**src/rtl/puf_timer_pkg.sv**
```systemverilog
// Shared types for the PUF window timer: per-channel FSM states and mode encodings.
package puf_timer_pkg;

  typedef enum logic [1:0] {
    ST_IDLE = 2'd0,
    ST_RUN  = 2'd1,
    ST_GAP  = 2'd2,
    ST_HOLD = 2'd3
  } chan_state_e;

  typedef enum logic {
    MODE_ONESHOT  = 1'b0,
    MODE_PERIODIC = 1'b1
  } mode_e;

endpackage

```
**src/rtl/puf_window_chan.sv**
```systemverilog
// One PUF excitation window channel: latches its configuration on an en rising
// edge, then drives ctrl for target cycles, once or periodically with a gap.
module puf_window_chan
  import puf_timer_pkg::*;
#(
  parameter int unsigned CNT_W  = 16,
  parameter int unsigned WCNT_W = 8
) (
  input  logic              clk,
  input  logic              rst,
  input  logic              en,
  input  logic [CNT_W-1:0]  target,
  input  logic [CNT_W-1:0]  gap,
  input  logic              mode,
  output logic              ctrl,
  output logic              done,
  output logic              err,
  output logic              busy,
  output logic [WCNT_W-1:0] win_cnt
);

  chan_state_e       state_q, state_d;
  mode_e             mode_q, mode_d;
  logic              en_d_q, en_d_d;
  logic              armed_q, armed_d;
  logic [CNT_W-1:0]  cnt_q, cnt_d;
  logic [CNT_W-1:0]  tgt_q, tgt_d;
  logic [CNT_W-1:0]  gap_q, gap_d;
  logic              ctrl_q, ctrl_d;
  logic              done_q, done_d;
  logic              err_q, err_d;
  logic              busy_q, busy_d;
  logic [WCNT_W-1:0] win_q, win_d;

  always_ff @(posedge clk or posedge rst) begin
    if (rst) begin
      state_q <= ST_IDLE;
      mode_q  <= MODE_ONESHOT;
      en_d_q  <= 1'b0;
      armed_q <= 1'b0;
      cnt_q   <= '0;
      tgt_q   <= '0;
      gap_q   <= '0;
      ctrl_q  <= 1'b0;
      done_q  <= 1'b0;
      err_q   <= 1'b0;
      busy_q  <= 1'b0;
      win_q   <= '0;
    end else begin
      state_q <= state_d;
      mode_q  <= mode_d;
      en_d_q  <= en_d_d;
      armed_q <= armed_d;
      cnt_q   <= cnt_d;
      tgt_q   <= tgt_d;
      gap_q   <= gap_d;
      ctrl_q  <= ctrl_d;
      done_q  <= done_d;
      err_q   <= err_d;
      busy_q  <= busy_d;
      win_q   <= win_d;
    end
  end

  always_comb begin
    state_d = state_q;
    mode_d  = mode_q;
    en_d_d  = en;
    // Starts are armed only once en has been seen low after reset, so an en
    // held high through reset cannot retrigger a window on release.
    armed_d = armed_q | ~en;
    cnt_d   = cnt_q;
    tgt_d   = tgt_q;
    gap_d   = gap_q;
    ctrl_d  = ctrl_q;
    done_d  = 1'b0;
    err_d   = 1'b0;
    win_d   = win_q;

    if (!en) begin
      state_d = ST_IDLE;
      ctrl_d  = 1'b0;
      cnt_d   = '0;
    end else begin
      unique case (state_q)
        ST_IDLE: begin
          if (!en_d_q && armed_q) begin
            tgt_d  = target;
            gap_d  = gap;
            mode_d = mode_e'(mode);
            win_d  = '0;
            if (target != '0) begin
              state_d = ST_RUN;
              cnt_d   = CNT_W'(1);
              ctrl_d  = 1'b1;
            end else begin
              state_d = ST_HOLD;
              cnt_d   = '0;
              err_d   = 1'b1;
            end
          end
        end
        ST_RUN: begin
          if (cnt_q < tgt_q) begin
            cnt_d = cnt_q + 1'b1;
          end else begin
            ctrl_d = 1'b0;
            done_d = 1'b1;
            if (win_q != '1) win_d = win_q + 1'b1;
            // cnt is reused as the gap counter
            if (mode_q == MODE_PERIODIC) begin
              state_d = ST_GAP;
              cnt_d   = CNT_W'(1);
            end else begin
              state_d = ST_HOLD;
              cnt_d   = '0;
            end
          end
        end
        ST_GAP: begin
          if (cnt_q >= gap_q) begin
            state_d = ST_RUN;
            cnt_d   = CNT_W'(1);
            ctrl_d  = 1'b1;
          end else begin
            cnt_d = cnt_q + 1'b1;
          end
        end
        ST_HOLD: begin
          ctrl_d = 1'b0;
        end
        default: begin
          state_d = ST_IDLE;
          ctrl_d  = 1'b0;
          cnt_d   = '0;
        end
      endcase
    end

    busy_d = (state_d == ST_RUN) || (state_d == ST_GAP);
  end

  assign ctrl    = ctrl_q;
  assign done    = done_q;
  assign err     = err_q;
  assign busy    = busy_q;
  assign win_cnt = win_q;

endmodule

```
**src/rtl/puf_window_timer.sv**
```systemverilog
// N_CH independent PUF excitation window timers on flattened per-channel buses.
module puf_window_timer
  import puf_timer_pkg::*;
#(
  parameter int unsigned N_CH   = 4,
  parameter int unsigned CNT_W  = 16,
  parameter int unsigned WCNT_W = 8
) (
  input  logic                   clk,
  input  logic                   rst,
  input  logic [N_CH-1:0]        en,
  input  logic [N_CH*CNT_W-1:0]  target,
  input  logic [N_CH*CNT_W-1:0]  gap,
  input  logic [N_CH-1:0]        mode,
  output logic [N_CH-1:0]        ctrl,
  output logic [N_CH-1:0]        done,
  output logic [N_CH-1:0]        err,
  output logic [N_CH-1:0]        busy,
  output logic [N_CH*WCNT_W-1:0] win_cnt
);

  for (genvar i = 0; i < N_CH; i++) begin : g_chan
    puf_window_chan #(
      .CNT_W  (CNT_W),
      .WCNT_W (WCNT_W)
    ) u_chan (
      .clk     (clk),
      .rst     (rst),
      .en      (en[i]),
      .target  (target[i*CNT_W +: CNT_W]),
      .gap     (gap[i*CNT_W +: CNT_W]),
      .mode    (mode[i]),
      .ctrl    (ctrl[i]),
      .done    (done[i]),
      .err     (err[i]),
      .busy    (busy[i]),
      .win_cnt (win_cnt[i*WCNT_W +: WCNT_W])
    );
  end

endmodule

```
**config.mk**
```make
export PLATFORM = sky130hd
export DESIGN_NAME = puf_window_timer
export DESIGN_NICKNAME = d
export VERILOG_FILES = /design/src/rtl/puf_timer_pkg.sv /design/src/rtl/puf_window_chan.sv /design/src/rtl/puf_window_timer.sv
export SDC_FILE = /design/constraint.sdc
export NUM_CORES = 1
export LEC_CHECK = 0
export ABC_AREA = 1
export BUFFER_PORTS_ARGS = -buffer_cell sky130_fd_sc_hd__buf_2
export CAP_MARGIN = 20
export CELL_PAD_IN_SITES_DETAIL_PLACEMENT = 1
export CELL_PAD_IN_SITES_GLOBAL_PLACEMENT = 1
export CORE_MARGIN = 2
export CORE_UTILIZATION = 48
export CTS_CLUSTER_SIZE = 12
export DETAILED_ROUTE_END_ITERATION = 16
export GPL_ROUTABILITY_DRIVEN = 0
export PLACE_DENSITY_LB_ADDON = 0.1
export SLEW_MARGIN = 20
export SYNTH_ARGS = -nofsm -noshare
export SYNTH_HDL_FRONTEND = slang
export SYNTH_HIERARCHICAL = 1
export SYNTH_SLANG_ARGS = --single-unit
```
**constraint.sdc**
```tcl
create_clock -name clk -period 3.4 [get_ports clk]
set_input_delay 0.68 -clock clk [delete_from_list [all_inputs] [get_ports clk]]
set_output_delay 0.68 -clock clk [all_outputs]
set_load 0.005 [all_outputs]
```
==> summary.txt, run 1 <==
Logic synthesis
  – Mapped Cells: about 2000
  – Cell area after synthesis: 16100 um^2
  – Post-synth EDFFs: 0
  – Commonest cells in the netlist: nand2_1, inv_1, dfrtp_1, nor2_1, ha_1
  – Mapped Nets: 2278
  – Synth Warn #: 6
  – Sequential cell area fraction in the yosys report: between 40% and 50%
  – Yosys top cell area share: ~40%
  – Async S/R FF share, synth: between 90% and 100%
  – Netlist cell types: 40
  – Predominant post-synthesis flop cell: dfrtp_1
  – Largest area contributor in the netlist: dfrtp_1
  – Dominant cells by area after synthesis: dfrtp_1, ha_1, nand2_1
  – #FFs+latches synth: between 200 and 300
  – Synth Area per Inst: between 8 and 9 um^2
  – Most frequent cell after synthesis: nand2_1

Clock network
  – Post-cts gate resize count: 0
  – Clock-pin transition on the worst setup and hold timing paths: around 0.060 ns
  – Worst-Skew Late Latency: 0.52 ns
  – H-tree levels: 2
  – Clock tree sinks: 260
  – Root Buffer Master: clkbuf_16
  – Hold Buf Count CTS: 0
  – CTS buffer count: 34
  – Maximum buffer depth of the clock tree: 3
  – CTS tree: yes
  – Setup Fix Bufs, Post-CTS: 0

Critical path
  – Worst Path Max Fanout: 12
  – CP Data Required Time: 3.85 ns
  – Startpoint types: register
  – Worst EP arrival: approximately 2.9 ns
  – Reg-to-Reg Start: g_chan[2].u_chan/state_q[1]$_DFF_PP0_
  – R2R Path End: g_chan[2].u_chan/cnt_q[13]$_DFFE_PP0P_
  – Setup crit start: g_chan[2].u_chan/state_q[1]$_DFF_PP0_
  – CP endpoint kind: register
  – R2R cell count: 10
  – Setup Crit Path Kind: reg2reg
  – R2r setup slk: ~1 ns

Routing
  – Routed wl met2: just over 20000 um
  – Post-route ant nets: 0
  – Vias per cell: between 5 and 6
  – Drt initial violations: a little under 400
  – 1st-pass router iterations: 4
  – Routed WL: approximately 42000 um
  – # DRC: 0
  – Wl on met1: roughly 19000 um
  – Met3 wire length: approximately 1200 um
  – Routed via count: 13622
  – Highest routed metal layer: met4
  – Routed WL per cell: about 16 um

STA
  – Slew Limit Fails: 0
  – FMAX: between 0.4 and 0.5 GHz
  – Setup TNS: 0 ns
  – Tmin final: 2.42 ns
  – Slew HR: between 40% and 50%
  – Slew @ Worst Pin: about 0.85 ns
  – Setup violators final: 0
  – RSZ-0062 raised after global routing: false
  – Tcrit/Tclk final: about 71%
  – Fin. Hold Viols: 0
  – Layout Skew: about 0.013 ns

Power
  – VDD IR max: 442 uV
  – P_leak: about 9.9 nW
  – P per Cell Area: 478 nW/um^2
  – Tot Pwr: 8.88 mW

Job
  – Maxcap violations: 0

Global routing
  – Remaining global-route overflow: 0
  – Gr usage total: 24.5%
  – Largest net degree at the start of global routing: 66
  – Initial antenna violation count: 0
  – Vias in the first global route: between 10000 and 15000
  – First-pass GRT wire length: ~71000 um

Floorplanning
  – Die area: 35100 um^2
  – Die X-Extent: 187 um
  – CORE AREA: roughly 33000 um^2
  – Initial Util: around half
  – Die Height: between 150 and 200 um
  – Row cnt: 67
  – Number of top-level pins: approximately 190

Layout
  – Area grow syn2layout: 15.1%
  – # fillers: 4173
  – Antenna Cells: 0
  – Nets: between 2000 and 2500
  – Share of layout cells above drive strength 1: approximately a fifth

Outcome
  – Status: completed

Hold path
  – Hold Path Class: in2async

Placement
  – Port Buffers: around 190
  – Post-detail-place hpwl: roughly 32000 um
## cell type report
cell class                 instances  area, um^2  area share (%)
sequential                       260        6510            35.0
timing repair buffer             193         998            5.37
inverter                         347        1310            7.05
tap                              448         561            3.02
clock inverter                    11        86.3           0.464
multi-input combinational       1341        8090            43.5
clock buffer                      50        1030            5.57
## report_power, final
part | switching, mW | internal [mW]
Sequential | 0.205 | 3.48
Combinational | 1.03 | 0.567
Clock | 1.42 | 2.19
## per-stage QoR
step | hold WS [ns] | utilization, % | worst slack [ns] | std cells | area, um^2
2_1_floorplan | 0.414 | - | 1.09 | 1992 | 16100
6_report | 0.325 | 55.7 | 0.985 | 2650 | 18600
5_1_grt | 0.370 | 55.7 | 0.778 | 2650 | 18600
3_5_place_dp | 0.442 | 52.4 | 1.04 | 2589 | 17500
4_1_cts | 0.344 | 55.7 | 1.00 | 2650 | 18600
3_3_place_gp | 0.424 | 52.4 | 1.16 | 2589 | 17500
## critical path, cell delays in order (launching register included)
cell and delay (ns):
dfrtp_1 0.41, inv_1 0.15, ha_1 0.45, inv_2 0.18, a21oi_2 0.22, a21oi_1 0.10, nor3b_2 0.36, nand2_4 0.21
nor2_1 0.14, nand2_1 0.06, nand2_1 0.05
## kinds of logic after synthesis
| family | count (synthesis) | share of synthesized area [%] |
|---|---|---|
| AND/OR/NAND/NOR | 807 | 22.8 |
| buffers and inverters | 391 | 9.67 |
| AO/OA/AOI/OAI | 329 | 12.6 |
| flip-flops | 260 | 40.3 |
| adder cells (fa/ha/maj) | 148 | 11.5 |
| XOR/XNOR | 53 | 2.87 |
| multiplexers | 4 | 0.279 |
## layout by cell type, fill, tap and decap left out, drive strengths merged, types with 5 or more instances in the layout
master	count
xnor2	12
clkbuf	50
o211ai	8
nand2	472
ha	148
xor2	41
o22ai	32
clkinv	8
o21ai	124
nor2	178
dfrtp	260
or2	5
a21oi	132
nand4	41
nor4	8
nand3	70
nor3	29
buf	193
inv	348
o31ai	20
## per-layer routing
metal	vias to the layer above	track usage, %
met1	6580	31.9
met4	0	7.03
li1	6777	-
met2	194	42.9
met5	-	0
met3	71	3.13
## flip-flops by register name, summed over array words and instances (netlist names), 8 cells and up
signal and cells:
g_chan.u_chan/cnt_q 64, g_chan.u_chan/gap_q 64, g_chan.u_chan/state_q 8, g_chan.u_chan/tgt_q 64, g_chan.u_chan/win_cnt 32
## worst max path at each step
stage,end,slack (ns),cells past startpoint
2_1_floorplan,g_chan[0].u_chan/armed_q$_DFF_PP0_,1.09,1
3_3_place_gp,g_chan[1].u_chan/gap_q[13]$_DFFE_PP0P_,1.16,8
3_5_place_dp,g_chan[1].u_chan/gap_q[13]$_DFFE_PP0P_,1.04,8
4_1_cts,g_chan[2].u_chan/cnt_q[13]$_DFFE_PP0P_,1.00,10
5_1_grt,g_chan[1].u_chan/tgt_q[11]$_DFFE_PP0P_,0.78,7
6_report,g_chan[2].u_chan/cnt_q[13]$_DFFE_PP0P_,0.98,10
Note: power is estimated with default switching activity, not from simulation.
==> run 2: changes to the inputs <==
--- a/config.mk
+++ b/config.mk
@@ -11,7 +11,7 @@
 export CELL_PAD_IN_SITES_DETAIL_PLACEMENT = 1
 export CELL_PAD_IN_SITES_GLOBAL_PLACEMENT = 1
 export CORE_MARGIN = 2
-export CORE_UTILIZATION = 48
+export CORE_UTILIZATION = 45
 export CTS_CLUSTER_SIZE = 12
 export DETAILED_ROUTE_END_ITERATION = 16
 export GPL_ROUTABILITY_DRIVEN = 0
==> constraint.sdc (replaced) <==
create_clock -name clk -period 2.5 [get_ports clk]
set_input_delay 0.5 -clock clk [delete_from_list [all_inputs] [get_ports clk]]
set_output_delay 0.5 -clock clk [all_outputs]
set_load 0.005 [all_outputs]
==> run 2 against run 1 <==
Sequential power rose by 36%. Flip-flop and latch count did not move. Design area rose by 0.53%. Non-clock buffer count rose by 14. Global-route usage fell by 1.7 points. Register-to-register slack got worse by 0.69 ns. Power rose by 32%. Clock skew rose by 0.0016 ns. Via count fell by 0.15%. Clock power rose by 26%. Critical endpoint is now g_chan[3].u_chan/win_cnt[7]$_DFFE_PP0P_. Largest cell class unchanged. Largest power group unchanged.
==> summary.txt, run 2 (same netlist as run 1, synthesis figures left out) <==
Clock network
  – Hold Buf Count CTS: 0 (unchanged)
  – Root Buffer Master: clkbuf_16
  – Setup Fix Bufs, Post-CTS: 0 (unchanged)
  – CTS buffer count: 31 (-8.8%)
  – Maximum buffer depth of the clock tree: 3 (unchanged)
  – H-tree levels: 1 (-1)
  – Post-cts gate resize count: 0 (unchanged)
  – Worst-Skew Late Latency: 0.55 ns (+0.03 ns)
  – Clock-pin transition on the worst setup and hold timing paths: 0.06 ns (about the same)
  – Clock tree sinks: 260 (unchanged)
  – CTS tree: yes

Routing
  – Routed WL per cell: 15.8 um (-0.14%)
  – 1st-pass router iterations: 6 (+2)
  – Routed via count: 13602 (-0.15%)
  – Vias per cell: 5.08 (-1.1%)
  – Drt initial violations: 499 (+27%)
  – # DRC: 0 (unchanged)
  – Routed WL: 42300 um (+0.80%)
  – Post-route ant nets: 0 (unchanged)

Layout
  – Area of the multi-input gates: 8090 um^2 (unchanged)
  – Nets: 2474 (+0.45%)
  – Share of layout cells above drive strength 1: 19.1% (+0.32 points)
  – Biggest regs: g_chan.u_chan/cnt_q: 64 flops, g_chan.u_chan/gap_q: 64 flops, g_chan.u_chan/tgt_q: 64 flops
  – Register area: 6510 um^2 (unchanged)
  – Final instance area: 18700 um^2 (+0.53%)
  – Most frequent cells in the layout: nand2_1, inv_1, dfrtp_1
  – # fillers: 4374 (+4.8%)
  – Most common cell after layout, fill and taps aside: nand2_1
  – Area grow syn2layout: 15.7%

Floorplanning
  – Row cnt: 69 (+3.0%)
  – Die Height: 193 um (+3.2%)
  – Die X-Extent: 193 um (+3.2%)
  – Die area: 37400 um^2 (+6.5%)
  – Number of top-level pins: 186 (unchanged)
  – CORE AREA: 35500 um^2 (+6.3%)
  – Initial Util: 45.5% (-2.9 points)

Critical path
  – R2R cell count: 12 (+2)
  – Setup Crit Path Kind: reg2reg
  – Startpoint types: register
  – Worst Path Max Fanout: 16 (+4)
  – CP endpoint kind: register
  – R2R Path End: g_chan[3].u_chan/win_cnt[7]$_DFFE_PP0P_
  – R2r setup slk: 0.30 ns (-0.69 ns)
  – CP Data Required Time: 2.94 ns (-0.91 ns)
  – Reg-to-Reg Start: g_chan[3].u_chan/cnt_q[9]$_DFFE_PP0P_
  – Worst EP arrival: 2.64 ns (-0.22 ns)

STA
  – RSZ-0062 raised after global routing: false
  – FMAX: 0.454 GHz (+9.7%)
  – Setup TNS: 0 ns (unchanged)
  – Tmin final: 2.20 ns (-0.214 ns)
  – Tcrit/Tclk final: 88.0% (+17 points)
  – Slew HR: 54.1% (+11 points)
  – Layout Skew: 0.0142 ns (+0.00163 ns)
  – Setup violators final: 0 (unchanged)
  – Slew Limit Fails: 0 (unchanged)
  – Slew @ Worst Pin: 0.688 ns (-0.161 ns)
  – Fin. Hold Viols: 0 (unchanged)

Global routing
  – Remaining global-route overflow: 0 (unchanged)
  – First-pass GRT wire length: 71800 um (+0.73%)
  – Gr usage total: 22.8% (-1.7 points)
  – Vias in the first global route: 14519 (-0.54%)
  – Largest net degree at the start of global routing: 67 (+1.5%)
  – Initial antenna violation count: 3 (+3)

Power
  – Comb power frac: 18.8% (+0.9 points)
  – Switching Fraction: 29.7% (-0.12 points)
  – VDD IR max: 535 uV (+21%)
  – P per Cell Area: 629 nW/um^2 (+32%)
  – Int Pwr: 8.27 mW (+33%)
  – Sequential Power Share: 42.7% (+1.2 points)
  – Sw Pwr: 3.49 mW (+32%)
  – P_leak: 9.95 nW (+0.50%)
  – Clock power share: 38.6% (-2.0 points)

Placement
  – Port Buffers: 185 (unchanged)
  – Post-detail-place hpwl: 32400 um (+2.4%)
  – Area after DPL: 17700 um^2 (+1.1%)

Job
  – Maxcap violations: 0 (unchanged)

Hold path
  – Hold Path Class: in2async

Outcome
  – Status: completed
-- run 2: cell count changes in the layout (fill, tap and decap cells not counted), sizes merged --
cell    delta
diode      +2
clkinv     +1
bufinv     +2
inv        -1
buf       +14
clkbuf     -6
-- run 2: through the flow --
| step | cells | power (mW) | worst slack [ns] | util, % | hold WS [ns] |
|---|---|---|---|---|---|
| 2_1_floorplan | 1992 | 6.55 | 0.374 | - | 0.414 |
| 3_3_place_gp | 2616 | 7.17 | 0.359 | 49.8 | 0.426 |
| 3_5_place_dp | 2616 | 7.32 | 0.284 | 49.8 | 0.434 |
| 4_1_cts | 2673 | 11.9 | 0.260 | 52.6 | 0.0324 |
| 5_1_grt | 2674 | 12.5 | 0.0714 | 52.7 | 0.0606 |
| 6_report | 2675 | 11.8 | 0.299 | 52.7 | 0.0461 |
-- run 2: layer usage --
| layer | up-vias | global-route usage, % | routed length, um |
|---|---|---|---|
| met5 | - | 0 | 13 |
| met3 | 52 | 2.75 | 1310 |
| met1 | 6548 | 30.1 | 19400 |
| met4 | 2 | 4.69 | 776 |
| li1 | 6803 | - | - |
| met2 | 197 | 40.3 | 20700 |
-- run 2: area by class of cell --
cell class,count,share of cell area [%]
Multi-Input combinational cell,1341,43.3
Timing Repair Buffer,207,6.31
Clock inverter,13,0.763
Sequential cell,260,34.8
Clock buffer,44,4.68
Antenna cell,2,0.0268
Inverter,347,7.01
Tap cell,461,3.09
-- run 2: worst max-delay path by stage --
| stage | cells after the start | endpoint | startpoint | slack, ns |
|---|---|---|---|---|
| finish | 12 | g_chan[3].u_chan/win_cnt[7]$_DFFE_PP0P_ | g_chan[3].u_chan/cnt_q[9]$_DFFE_PP0P_ | 0.30 |
| global route | 14 | g_chan[1].u_chan/cnt_q[13]$_DFFE_PP0P_ | g_chan[1].u_chan/cnt_q[5]$_DFFE_PP0P_ | 0.07 |
| CTS | 14 | g_chan[3].u_chan/cnt_q[13]$_DFFE_PP0P_ | g_chan[3].u_chan/cnt_q[9]$_DFFE_PP0P_ | 0.26 |
| detailed placement | 14 | g_chan[3].u_chan/cnt_q[13]$_DFFE_PP0P_ | g_chan[3].u_chan/cnt_q[9]$_DFFE_PP0P_ | 0.28 |
| global placement | 14 | g_chan[1].u_chan/cnt_q[13]$_DFFE_PP0P_ | g_chan[1].u_chan/cnt_q[5]$_DFFE_PP0P_ | 0.36 |
| floorplan | 1 | g_chan[0].u_chan/armed_q$_DFF_PP0_ | rst | 0.37 |
-- run 2: power by group through the flow --
| stage | combinational (mW) | clock [mW] | sequential, mW |
|---|---|---|---|
| 2_1_floorplan | 1.55 | 0 | 5.01 |
| 3_3_place_gp | 2.11 | 0 | 5.06 |
| 3_5_place_dp | 2.23 | 0 | 5.09 |
| 4_1_cts | 2.25 | 4.67 | 5.02 |
| 5_1_grt | 2.58 | 4.83 | 5.08 |
| 6_report | 2.21 | 4.53 | 5.02 |
-- run 2: critical path: stages, from the launching register on --
cell	delay, ns
dfrtp_1	0.46
ha_1	0.35
nand2_1	0.07
inv_1	0.04
o21bai_1	0.11
a21oi_1	0.07
nor2_1	0.26
nand2_2	0.12
inv_2	0.10
nand2_4	0.06
nand2_2	0.24
nand2_1	0.11
o31ai_1	0.09
==> run 3: changes to the inputs <==
--- a/config.mk
+++ b/config.mk
@@ -5,13 +5,12 @@
 export SDC_FILE = /design/constraint.sdc
 export NUM_CORES = 1
 export LEC_CHECK = 0
-export ABC_AREA = 1
 export BUFFER_PORTS_ARGS = -buffer_cell sky130_fd_sc_hd__buf_2
 export CAP_MARGIN = 20
 export CELL_PAD_IN_SITES_DETAIL_PLACEMENT = 1
 export CELL_PAD_IN_SITES_GLOBAL_PLACEMENT = 1
 export CORE_MARGIN = 2
-export CORE_UTILIZATION = 45
+export CORE_UTILIZATION = 46
 export CTS_CLUSTER_SIZE = 12
 export DETAILED_ROUTE_END_ITERATION = 16
 export GPL_ROUTABILITY_DRIVEN = 0
==> run 3 against run 2 <==
The run now ends with negative setup slack left. Global-route usage grew 1.4 points. Critical path depth shrank 2. Core utilization grew 7.5 points. Combinational power is essentially flat. Design area grew 4.3%. Critical path type unchanged. Critical endpoint is now g_chan[3].u_chan/cnt_q[7]$_DFFE_PP0P_.
==> summary.txt, run 3 <==
Routing
  – Routed WL per cell: 19.0 um (+20%)
  – Drt initial violations: 482 (-3.4%)
  – # DRC: 0 (unchanged)
  – Routed via count: 12446 (-8.5%)
  – Post-route ant nets: 0 (unchanged)
  – Vias per cell: 5.51 (+8.3%)
  – Routed WL: 42900 um (+1.6%)
  – 1st-pass router iterations: 4 (-2)

Clock network
  – Clock tree sinks: 260 (unchanged)
  – Root Buffer Master: clkbuf_16
  – Maximum buffer depth of the clock tree: 3 (unchanged)
  – Clock-pin transition on the worst setup and hold timing paths: 0.06 ns (about the same)
  – H-tree levels: 1 (unchanged)
  – CTS buffer count: 31 (unchanged)
  – Worst-Skew Late Latency: 0.58 ns (+0.03 ns)
  – CTS tree: yes

Layout
  – Most frequent cells in the layout: dfrtp_1, buf_2, inv_1
  – Share of layout cells above drive strength 1: 35.1% (+16 points)
  – Biggest regs: g_chan.u_chan/cnt_q: 64 flops, g_chan.u_chan/gap_q: 64 flops, g_chan.u_chan/tgt_q: 64 flops
  – # fillers: 3587 (-18%)
  – Most common cell after layout, fill and taps aside: dfrtp_1
  – Area grow syn2layout: 29.2%
  – Register area: 6520 um^2 (+0.27%)
  – Nets: 2077 (-16%)
  – Post-layout util: 60.2% (+7.5 points)
  – Area of the multi-input gates: 8480 um^2 (+4.8%)

Logic synthesis
  – Largest area contributor in the netlist: dfrtp_1
  – Post-synth EDFFs: 0 (unchanged)
  – #FFs+latches synth: 260 (unchanged)
  – Synth Warn #: 6 (unchanged)
  – Netlist cell types: 53 (+33%)
  – Dominant cells by area after synthesis: dfrtp_1, ha_1, mux2_2
  – Sequential cell area fraction in the yosys report: 43.1% (+2.9 points)
  – Mapped Nets: 1739 (-24%)
  – Synth Area per Inst: 10.4 um^2 (+28%)
  – Yosys top cell area share: 43.1% (+2.9 points)
  – Predominant post-synthesis flop cell: dfrtp_1
  – Most frequent cell after synthesis: dfrtp_1
  – Commonest cells in the netlist: dfrtp_1, inv_1, ha_1, mux2_2, a21oi_1
  – Async S/R FF share, synth: 100% (unchanged)
  – Cell area after synthesis: 15100 um^2 (-6.6%)
  – Mapped Cells: 1453 (-27%)

STA
  – FMAX: 0.375 GHz (-17%)
  – Tcrit/Tclk final: 107% (+19 points)
  – Fin. Hold Viols: 0 (unchanged)
  – Slew HR: 53.9% (-0.15 points)
  – Slew @ Worst Pin: 0.686 ns (-0.00207 ns)
  – Final WS setup: -0.164 ns (-0.463 ns)
  – Hold slack: 0.129 ns (+0.0826 ns)
  – RSZ-0062 raised after global routing: true
  – Setup violators final: 13 (+13)
  – Setup TNS: -1.48 ns (-1.48 ns)
  – Layout Skew: 0.0130 ns (-0.00125 ns)
  – Slew Limit Fails: 0 (unchanged)
  – Tmin final: 2.66 ns (+0.463 ns)

Floorplanning
  – Die area: 34200 um^2 (-8.5%)
  – Die Height: 185 um (-4.3%)
  – CORE AREA: 32400 um^2 (-8.8%)
  – Row cnt: 66 (-4.3%)
  – Initial Util: 46.6% (+1.1 points)
  – Number of top-level pins: 186 (unchanged)
  – Die X-Extent: 185 um (-4.3%)

Hold path
  – Hold Path Class: in2reg

Placement
  – Post-detail-place hpwl: 30300 um (-6.5%)
  – Port Buffers: 185 (unchanged)

Power
  – P_leak: 9.72 nW (-2.2%)
  – P per Cell Area: 613 nW/um^2 (-2.5%)
  – VDD IR max: 545 uV (+1.7%)

Global routing
  – First-pass GRT wire length: 66800 um (-7.0%)
  – Remaining global-route overflow: 0 (unchanged)
  – Largest net degree at the start of global routing: 40 (-40%)
  – Gr usage total: 24.2% (+1.4 points)
  – Initial antenna violation count: 1 (-2)
  – Vias in the first global route: 13049 (-10%)

Critical path
  – Worst EP arrival: 3.15 ns (+0.51 ns)
  – CP endpoint kind: register
  – Startpoint types: register
  – Setup Crit Path Kind: reg2reg
  – Worst Path Max Fanout: 7 (-9)
  – CP Data Required Time: 2.98 ns (+0.04 ns)

Job
  – Maxcap violations: 0 (unchanged)

Outcome
  – Status: finished with violations
  – Violated checks: negative setup slack
==> run 3: cell types whose count changed in the layout (fill, tap and decap cells not counted), moves of 26 or more <==
cell and change:
or2b_1 +27, o22ai_2 -26, mux2_2 +132, nand2_1 -358, o21ai_1 -26, a31oi_1 +45, nand3_1 -39, nor2_1 -85
nand2b_1 +36, buf_4 +110, inv_1 -171, o21ai_0 -42, and3_1 +66, a21oi_1 -42
==> run 3: cell families after synthesis <==
group                    after synthesis  share of synthesized area, %
AND/OR/NAND/NOR                      410                          14.8
AO/OA/AOI/OAI                        278                          12.3
flip-flops                           260                          43.1
buffers and inverters                184                          5.14
adder cells (fa/ha/maj)              148                          12.3
multiplexers                         144                          10.7
XOR/XNOR                              29                          1.68
==> run 3: what timing repair did <==
item	CTS	global route
hold endpoints to repair	14	0
hold buffers	1	0
cloned	2	4
resized for setup	32	104
endpoints found under the setup margin	44	74
buffers inserted	5	25
pin swaps	27	64
==> run 3: worst max-delay path: stages, from the launching register on <==
cell	delay (ns)
dfrtp_1	0.39
buf_4	0.15
nand2b_4	0.13
a2111o_1	0.43
a32oi_2	0.29
nand4_2	0.19
a211oi_4	0.31
buf_6	0.16
buf_12	0.11
or2b_1	0.22
a31oi_1	0.18
==> run 3: layer usage <==
metal / part of all wire [%] / global-route usage [%] / vias to the layer above
met5: 0 / 0 / -
met4: 2.8 / 6.03 / 0
met1: 43 / 31.3 / 6249
met3: 3.1 / 3.05 / 78
li1: - / - / 5917
met2: 51 / 43.0 / 202
==> run 3: cell type report <==
cell class	count	share of cell area (%)
multi-input combinational	1009	43.5
clock buffer	40	4.41
tap	442	2.84
sequential	260	33.5
timing repair buffer	333	11.6
antenna	3	0.0385
inverter	156	3.01
clock inverter	17	1.14
==> run 3: through the flow <==
step / setup WS (ns) / instance area [um^2] / power (mW) / cells
finish: -0.164 / 19500 / 11.9 / 2260
CTS: -0.0564 / 18600 / 11.9 / 2230
floorplan: 0.0311 / 15100 / 6.24 / 1453
global route: -0.227 / 19500 / 12.5 / 2257
global placement: -0.207 / 17300 / 6.82 / 2165
detailed placement: -0.355 / 17300 / 6.95 / 2165
==> run 3: where the power goes <==
group / internal [mW] / switching [mW] / total, mW
Clock: 2.93 / 1.87 / 4.80
Sequential: 4.68 / 0.273 / 4.96
Combinational: 1.03 / 1.16 / 2.19
==> run 3: path summary, 6_finish.rpt <==
| kind | start | to | slack (ns) | cells after the start |
|---|---|---|---|---|
| hold / removal | en[3] | g_chan[3].u_chan/en_d_q$_DFF_PP0_ | 0.13 | 1 |
| max in group asynchronous | rst | g_chan[3].u_chan/cnt_q[9]$_DFFE_PP0P_ | 1.18 | 4 |
| hold reg to reg | g_chan[1].u_chan/armed_q$_DFF_PP0_ | g_chan[1].u_chan/armed_q$_DFF_PP0_ | 0.45 | 1 |
| min in group asynchronous | rst | g_chan[0].u_chan/tgt_q[13]$_DFFE_PP0P_ | 0.53 | 3 |
| setup reg to reg | g_chan[3].u_chan/cnt_q[0]$_DFFE_PP0P_ | g_chan[3].u_chan/cnt_q[7]$_DFFE_PP0P_ | -0.16 | 10 |
| setup / recovery | g_chan[3].u_chan/cnt_q[0]$_DFFE_PP0P_ | g_chan[3].u_chan/cnt_q[7]$_DFFE_PP0P_ | -0.16 | 10 |
